`config.mk`:
```
export PLATFORM = sky130hd
export DESIGN_NAME = regfile_wr_arbiter_flat
export DESIGN_NICKNAME = d
export VERILOG_FILES = /design/src/rtl/regfile_wr_arbiter_pkg.sv /design/src/rtl/regfile_wr_arbiter_if.sv /design/src/rtl/regfile_wr_arbiter_rr_picker.sv /design/src/rtl/regfile_wr_arbiter.sv /design/src/flat_wrapper.sv
export SDC_FILE = /design/constraint.sdc
export NUM_CORES = 1
export LEC_CHECK = 0
export CAP_MARGIN = 20
export CORE_MARGIN = 3
export CORE_UTILIZATION = 32
export CTS_CLUSTER_DIAMETER = 150
export DETAILED_ROUTE_END_ITERATION = 6
export PLACE_DENSITY_LB_ADDON = 0.05
export SLEW_MARGIN = 40
export SYNTH_ARGS = -nofsm -noshare
export SYNTH_HDL_FRONTEND = slang
export SYNTH_HIERARCHICAL = 1
export SYNTH_SLANG_ARGS = --single-unit
export TNS_END_PERCENT = 50
```
`constraint.sdc`:
```
create_clock -name clk -period 1.8 [get_ports clk]
set_input_delay 0.36 -clock clk [delete_from_list [all_inputs] [get_ports clk]]
set_output_delay 0.36 -clock clk [all_outputs]
set_load 0.05 [all_outputs]
```
`src/rtl/regfile_wr_arbiter_pkg.sv`:
```
// Shared constants and request record for the register-file write-port arbiter.
package regfile_arb_pkg;
  localparam int NREQ_MAX = 4;
  localparam int AW       = 5;
  localparam int DW       = 64;
  localparam logic [AW-1:0] ZR_IDX = 5'd31;

  typedef struct packed {
    logic [AW-1:0] addr;
    logic [DW-1:0] data;
  } wb_req_t;
endpackage

```
`src/rtl/regfile_wr_arbiter_if.sv`:
```
// Write-back requester bundle: per-requester valid/ready plus destination and data.
interface regfile_wr_arbiter_if #(
  parameter int NREQ = 2,
  parameter int AW   = 5,
  parameter int DW   = 64
);
  logic [NREQ-1:0]         req_valid;
  logic [NREQ-1:0]         req_ready;
  logic [NREQ-1:0][AW-1:0] req_addr;
  logic [NREQ-1:0][DW-1:0] req_data;

  modport master (output req_valid, req_addr, req_data, input req_ready);
  modport slave  (input req_valid, req_addr, req_data, output req_ready);
endinterface

```
`src/rtl/regfile_wr_arbiter_rr_picker.sv`:
```
// Round-robin picker: first valid requester at or above ptr, wrapping modulo NREQ.
module rr_picker #(
  parameter int NREQ = 2,
  parameter int PW   = $clog2(NREQ)
) (
  input  logic [NREQ-1:0] valid,
  input  logic [PW-1:0]   ptr,
  output logic [NREQ-1:0] grant,
  output logic [PW-1:0]   idx,
  output logic            any
);
  logic [PW-1:0] j;

  always_comb begin
    grant = '0;
    idx   = '0;
    any   = 1'b0;
    j     = '0;
    for (int k = 0; k < NREQ; k++) begin
      j = PW'((int'(ptr) + k) % NREQ);
      if (!any && valid[j]) begin
        any      = 1'b1;
        grant[j] = 1'b1;
        idx      = j;
      end
    end
  end
endmodule

```
`src/rtl/regfile_wr_arbiter.sv`:
```
// Round-robin arbiter for the single regfile write port, with registered we3/wa3/wd3.
// Optional pending-write scoreboard (busy1/busy2) built when REGFILE_ARB_SCOREBOARD_EN is defined.
module regfile_wr_arbiter
  import regfile_arb_pkg::ZR_IDX;
#(
  parameter int NREQ = 2,
  parameter int DW   = 64,
  parameter int AW   = 5,
  parameter int ZR   = int'(ZR_IDX)
) (
  input  logic                  clk,
  input  logic                  reset_n,
  input  logic                  stall,
  regfile_wr_arbiter_if.slave   req,
  output logic                  we3,
  output logic [AW-1:0]         wa3,
  output logic [DW-1:0]         wd3,
  input  logic                  sb_set,
  input  logic [AW-1:0]         sb_addr,
  input  logic [AW-1:0]         ra1,
  input  logic [AW-1:0]         ra2,
  output logic                  busy1,
  output logic                  busy2
);
  localparam int PW = $clog2(NREQ);
  localparam logic [AW-1:0] ZR_A = AW'(ZR);

  logic [PW-1:0]   rr_ptr;
  logic [NREQ-1:0] pick_grant;
  logic [PW-1:0]   win_idx;
  logic            pick_any;
  logic            accept;

  rr_picker #(.NREQ(NREQ), .PW(PW)) u_pick (
    .valid (req.req_valid),
    .ptr   (rr_ptr),
    .grant (pick_grant),
    .idx   (win_idx),
    .any   (pick_any)
  );

  // Grants are suppressed in reset and stall so no handshake completes then.
  assign accept        = pick_any && !stall && reset_n;
  assign req.req_ready = accept ? pick_grant : '0;

  always_ff @(posedge clk) begin
    if (!reset_n) begin
      rr_ptr <= '0;
      we3    <= 1'b0;
      wa3    <= '0;
      wd3    <= '0;
    end else if (accept) begin
      rr_ptr <= (win_idx == PW'(NREQ-1)) ? '0 : win_idx + 1'b1;
      wa3    <= req.req_addr[win_idx];
      wd3    <= req.req_data[win_idx];
      we3    <= (req.req_addr[win_idx] != ZR_A);
    end else begin
      we3    <= 1'b0;
    end
  end

`ifdef REGFILE_ARB_SCOREBOARD_EN
  localparam int NREG = 1 << AW;
  logic [NREG-1:0] pending, pending_nxt;

  // Clear for the retiring write first so a same-edge set on that register wins.
  always_comb begin
    pending_nxt = pending;
    if (we3)
      pending_nxt[wa3] = 1'b0;
    if (sb_set && sb_addr != ZR_A)
      pending_nxt[sb_addr] = 1'b1;
  end

  always_ff @(posedge clk) begin
    if (!reset_n) pending <= '0;
    else          pending <= pending_nxt;
  end

  assign busy1 = pending[ra1] && (ra1 != ZR_A);
  assign busy2 = pending[ra2] && (ra2 != ZR_A);
`else
  logic unused_sb;
  assign unused_sb = ^{sb_set, sb_addr, ra1, ra2};
  assign busy1     = 1'b0;
  assign busy2     = 1'b0;
`endif
endmodule

```
`src/flat_wrapper.sv`:
```
// flat-port wrapper written by rule: the top's interface ports become plain ports
module regfile_wr_arbiter_flat import regfile_arb_pkg::ZR_IDX;
#(
  parameter int NREQ = 2,
  parameter int DW   = 64,
  parameter int AW   = 5,
  parameter int ZR   = int'(ZR_IDX)
)
  (clk, reset_n, stall, we3, wa3, wd3, sb_set, sb_addr, ra1, ra2, busy1, busy2, req_req_valid, req_req_addr, req_req_data, req_req_ready);
  regfile_wr_arbiter_if #(.NREQ(NREQ), .AW(AW), .DW(DW)) req_i ();
  input  logic clk;
  input  logic reset_n;
  input  logic stall;
  output logic we3;
  output logic [AW-1:0] wa3;
  output logic [DW-1:0] wd3;
  input  logic sb_set;
  input  logic [AW-1:0] sb_addr;
  input  logic [AW-1:0] ra1;
  input  logic [AW-1:0] ra2;
  output logic busy1;
  output logic busy2;
  input wire logic [$bits(req_i.req_valid)-1:0] req_req_valid;
  input wire logic [$bits(req_i.req_addr)-1:0] req_req_addr;
  input wire logic [$bits(req_i.req_data)-1:0] req_req_data;
  output wire logic [$bits(req_i.req_ready)-1:0] req_req_ready;
  assign req_i.req_valid = req_req_valid;
  assign req_i.req_addr = req_req_addr;
  assign req_i.req_data = req_req_data;
  assign req_req_ready = req_i.req_ready;
  regfile_wr_arbiter #(.NREQ(NREQ), .DW(DW), .AW(AW), .ZR(ZR)) u_core (.clk(clk), .reset_n(reset_n), .stall(stall), .req(req_i), .we3(we3), .wa3(wa3), .wd3(wd3), .sb_set(sb_set), .sb_addr(sb_addr), .ra1(ra1), .ra2(ra2), .busy1(busy1), .busy2(busy2));
endmodule
```
==> results of run 1 <==
-- how the worst min path moves through the flow --
stage | from | end | cells past startpoint
2_1_floorplan | u_core/rr_ptr | u_core/rr_ptr | 1
3_3_place_gp | u_core/wd3[48] | u_core/wd3[48] | 1
3_5_place_dp | u_core/wd3[53] | u_core/wd3[53] | 1
4_1_cts | reset_n | u_core/wd3[53] | 2
5_1_grt | reset_n | u_core/wd3[55] | 2
6_report | reset_n | u_core/wd3[53] | 2
-- where the power goes --
part | total, mW | internal, mW | switching (mW)
clock | 1.44 | 0.853 | 0.591
combinational | 1.47 | 0.679 | 0.793
sequential | 1.76 | 1.70 | 0.0642
-- layer usage --
metal	vias to the layer above	global-route usage, %	wire [um]
met2	128	25.6	4670
met3	7	5.97	966
met5	-	0	0
met1	1435	18.2	3990
met4	0	5.42	95
li1	1596	-	-
-- cells in the final DEF, fill, tap and decap left out, types with 10 or more instances in the layout --
cell,n
buf_12,10
clkbuf_8,11
buf_4,78
o211a_1,69
clkdlybuf4s50_1,139
nand2_1,70
mux2i_1,68
dfxtp_1,71
-- kinds of logic after synthesis --
family	count (synthesis)
flip-flops	71
multiplexers	68
other	1
AO/OA/AOI/OAI	75
buffers and inverters	35
AND/OR/NAND/NOR	79
-- critical path, cell delays in order --
cell and delay, ps:
dlygate4sd2_1 290, or2_1 220, nor2b_4 130, and3_4 180, buf_12 140
-- repair_timing --
item	4_1_cts	5_1_grt
gates resized for setup	4	0
setup endpoints to repair	2	0
setup buffers	1	0
-- flip-flops by register name (all words and copies together) (netlist names) --
signal         cells
u_core/wd3        64
u_core/wa3         5
u_core/rr_ptr      1
u_core/we3         1
-- metrics by stage --
stage	util [%]	setup WS [ps]	instances	TNS [ps]
finish	55.4	106	678	0
global route	55.4	34.2	678	0
CTS	55.4	96.4	678	0
detailed placement	53.0	-227	661	-11050
global placement	53.0	-201	661	-8440
floorplan	-	133	330	0
-- cell type report --
class                      instances  area [sq um]
clock inverter                     5          80.1
inverter                           1          3.75
timing repair buffer             230          2200
clock buffer                      11           151
sequential                        71          1420
tap                              136           170
multi-input combinational        224          1770
fill                            1002          4670
==> impl_results.md, run 1 <==
- Status: finished clean
- Post-DP HPWL: 7390 um
- Crit share post-route: 94.1%
- DR iter-0 viols: 128
- Synth Area in Compound Gates: about a fifth
- CP max FO: 4
- Final Cell Area: around 5800 sq um
- EDFF count, synth: 0
- Initial antenna violation count: 0
- Post-Synth Adder-Cell Area: 0%
- Cell variety after synth: 21
- Hold_buf cts: 0
- IO buf count: about 210
- Die Y: ~110 um
- Clock Path Buffers: 2
- Top-count cell post-synth: dfxtp_1
- Area leader, netlist: dfxtp_1
- Leak Pwr: roughly 3.0 nW
- Min Tclk post-route: around 1700 ps
- Most used flip-flop cell after synthesis: dfxtp_1
- Crit path capture type: primary output
- Post-synthesis xor/xnor area fraction: 0%
- Total grt overflow: 0
- R2R depth: 6
- # clock sinks: between 70 and 80
- DR vias: 3166
- Crit path required time: between 1000 and 1500 ps
- Crit path launch type: primary input
- Total die area: around 12000 sq um
- Routability cong.: 0.782
- Crit path DAT: 1330 ps
- Largest net degree at the start of global routing: just under 70
- Worst Path Class, Setup: primary input to primary output
- Setup crit end: req_req_ready[1]
- CORE AREA: roughly 10000 sq um
- DR vias/cell: 4.67
- DRC errors left: 0
- Layout cell share with drive strength beyond 1: 20.3%
- Mapped cell area: roughly 3500 sq um
- Die X: between 100 and 150 um
- Total Routing Usage GR: between 10% and 20%
- CTS root buf: clkbuf_8
- Peak Freq: just under 600 MHz
- Placed cell areas: around 5500 sq um
- Flop2flop setup slack: roughly 260 ps
- Synth top area cells: dfxtp_1 (41%), o211a_1 (20%), mux2i_1 (19%), nand2_1 (7.5%), buf_12 (4.0%)
- Worst-path clk slew: roughly 70 ps
- R2R Path Start: u_core/rr_ptr
- Area grow syn2layout: 65.5%
- Total CTS buffers: 9
- Top-Level Pins: ~230
- Clock Skew: 6.26 ps
- CTS tree: done
- Post-synth ARST share: 0%
- Fraction of the mapped netlist area in simple logic gates: a little under a tenth
- Starting density of the core: between 30% and 40%
- Drt wl/cell: between 10 and 15 um
- Max IR drop VDD: about 0.38 mV
- RSZ-0062 raised after global routing: no
- Row cnt: 37
- Top cell type's share of synthesized area: roughly 40%
- N_diodes: 0
- Mux cell area share after synthesis: between 15 and 20%
- Synth Area per Inst: approximately 11 sq um
- DRT Pass-1 Iters: 4
- Vias in the first global route: 3106
- Crit. Startpoint: req_req_valid[0]
- P per Cell Area: around 810 nW/um^2
- Fin. Hold Viols: 0
- Post-route ant nets: 0
- Hold_ws: between 300 and 400 ps
- Mapped Cells: around 330
- Sequential fraction of the synthesis area: approximately two fifths
- Top post-synthesis cells by count: dfxtp_1 (71), nand2_1 (70), o211a_1 (69), mux2i_1 (68), buf_6 (10)
- Total power: approximately 4.7 mW
- RR Endpoint: u_core/wd3[21]
- Slew Limit Fails: 0
- Worst-Skew Late Latency: between 300 and 400 ps
- Worst Hold Class: primary input to flip-flop
- First-pass GRT wire length: approximately 16000 um
- Final setup viols: 0
- Max Cap Viol: 0
- Number of nets in the layout: between 600 and 700
- Largest family of logic cells by synthesized area: compound AO/OA/AOI/OAI gates
- Synth Register Bits: around 70
- Yosys warns: 6
- Final wirelength: 9730 um
- H-tree levels: 3
Note: power is estimated with default switching activity, not from simulation.
==> run 2, diff against run 1 <==
CELL_PAD_IN_SITES_DETAIL_PLACEMENT = 1   (was unset)
CELL_PAD_IN_SITES_GLOBAL_PLACEMENT = 1   (was unset)
CORE_UTILIZATION = 26   (was 32)
==> run 2 against run 1 <==
  * Routed wire length up 13%
  * Global-route usage down 0.88 points
  * Hold slack better by 6.2 ps
  * Final area up 0.54%
  * Flip-flop and latch count unchanged
  * Clock-buffer cell count up 4
  * Critical path depth unchanged
  * First-iteration DRC count down 23%
  * Final cell count up 4.4%
  * Via count up 1.9%
  * Largest cell class unchanged
==> impl_results.md, run 2 (synthesized netlist as in run 1, its figures left out) <==
- Crit path DAT: about 1400 ps
- Hold_ws: 346 ps
- CP max FO: 5
- Largest regs: u_core/wd3 (64), u_core/wa3 (5)
- Total grt overflow: 0
- Area grow syn2layout: 66.3%
- Min Tclk post-route: 1740 ps
- Post-DP HPWL: around 8400 um
- Peak Freq: around 570 MHz
- Worst Path Class, Setup: primary input to primary output
- DRT Pass-1 Iters: 4
- Die X: approximately 120 um
- Vias in the first global route: approximately 3.4k
- Max IR drop VDD: ~0.59 mV
- # clock sinks: between 70 and 80
- Largest net degree at the start of global routing: 60
- Fin. Hold Viols: 0
- Hold_buf cts: 0
- RSZ-0062 raised after global routing: no
- Row cnt: 41
- Status: finished clean
- Worst-Skew Late Latency: roughly 330 ps
- Fill count: approximately 1.5k
- Top-Level Pins: around 230
- Max incr delay on CP: around 290 ps
- DR vias: around 3.2k
- Clock Path Buffers: 2
- Routability cong.: around 0.69
- R2R Path Start: u_core/rr_ptr
- Worst-path clk slew: approximately 50 ps
- Crit path capture type: primary output
- Cell Chain, Critical Path: dlygate4sd2_1 > or2_1 > nor2b_4 > and3_1 > buf_12
- Max FFs per register: 64
- Initial antenna violation count: 1
- Commonest cells after routing, fill and taps aside: clkdlybuf4s50_1 (139), buf_4 (74), dfxtp_1 (71)
- Largest Register: u_core/wd3
- DRC errors left: 0
- Post-CTS setup buffer count: 0
- CTS root buf: clkbuf_16
- H-tree levels: 3
- Max Cap Viol: 0
- Flop2flop setup slack: 300 ps
- Number of nets in the layout: between 600 and 700
- Leak Pwr: 3.02 nW
- Crit path max-delay cell type: dlygate4sd2_1
- Final wirelength: between 10000 and 15000 um
- Non-filler cells, final: 708
- IO buf count: roughly 210
- CTS tree: done
- Drt wl/cell: between 15 and 20 um
- Die Y: 122 um
- CORE AREA: about 13000 sq um
- Total die area: 14900 sq um
- N_diodes: 0
- Starting density of the core: 27.2%
- Worst hold endpoint: u_core/wd3[43]
- Cells after DPL: slightly below 700
- Total Routing Usage GR: 14.6%
- Slew Limit Fails: 0
- Crit share post-route: 96.9%
- Layout cell share with drive strength beyond 1: 18.5%
- Crit path required time: ~1400 ps
- Hold Crit Depth: 2
- Final setup viols: 0
- P per Cell Area: around 840 nW/um^2
- RR Endpoint: u_core/wd3[5]
- R2R depth: 6
- Commonest non-fill, non-tap cell in the layout: clkdlybuf4s50_1
- Post-route ant nets: 0
- Crit path launch type: primary input
- Worst Hold Class: primary input to flip-flop
- Worst hold start: reset_n
- Total CTS buffers: 9
- First-pass GRT wire length: approximately 17000 um
- DR iter-0 viols: 99
- DR vias/cell: roughly 4.6
- Clock Skew: 3.05 ps
run 2: final cells by class:
cell class              instances  area (sq um)  area share [%]
clock buffers                  15           278            4.77
flip-flops and latches         71          1420            24.4
repair buffers                225          2150            36.9
multi-input cells             224          1760            30.2
well taps                     172           215            3.69
inverters                       1          3.75          0.0644
run 2: metrics by stage:
stage	power, mW	utilization (%)	setup TNS (ps)	area (sq um)	worst slack, ps
2_1_floorplan	2.70	-	0	3510	133
3_3_place_gp	3.26	43.1	-10200	5550	-200
3_5_place_dp	3.29	43.1	-13990	5550	-247
4_1_cts	5.00	45.2	0	5830	46.8
5_1_grt	5.16	45.2	0	5830	12.4
6_report	4.89	45.2	0	5830	56.0
run 2: layer usage:
metal | vias up | track usage (%) | routed length, um
met2 | 133 | 25.4 | 5370
met3 | 13 | 7.29 | 1170
met1 | 1490 | 15.3 | 4290
met5 | - | 0 | 11
li1 | 1588 | - | -
met4 | 2 | 4.69 | 155
run 2: worst max-delay path, delay by kind of cell:
family,cells,cell delay [ps]
simple gates,3,570
buf+inv,2,450
run 2: repair_timing:
| action | CTS | global route |
|---|---|---|
| resized for setup | 2 | 0 |
| endpoints found under the hold margin | 0 | 0 |
| setup endpoints to repair | 2 | 0 |
run 2: worst max path at each step:
stage / startpoint / to / slack, ps / cells after the start
2_1_floorplan: req_req_valid[1] / req_req_ready[0] / 130 / 5
3_3_place_gp: req_req_valid[1] / u_core/wd3[38] / -200 / 6
3_5_place_dp: req_req_valid[1] / u_core/wd3[2] / -250 / 6
4_1_cts: req_req_valid[0] / req_req_ready[1] / 50 / 5
5_1_grt: req_req_valid[0] / req_req_ready[1] / 10 / 5
6_report: req_req_valid[0] / req_req_ready[1] / 60 / 5
run 2: power breakdown:
group	switching, mW	leakage, nW	total [mW]	internal (mW)
sequential	0.0658	0.589	1.77	1.70
clock	0.618	0.136	1.66	1.04
combinational	0.800	2.30	1.47	0.665
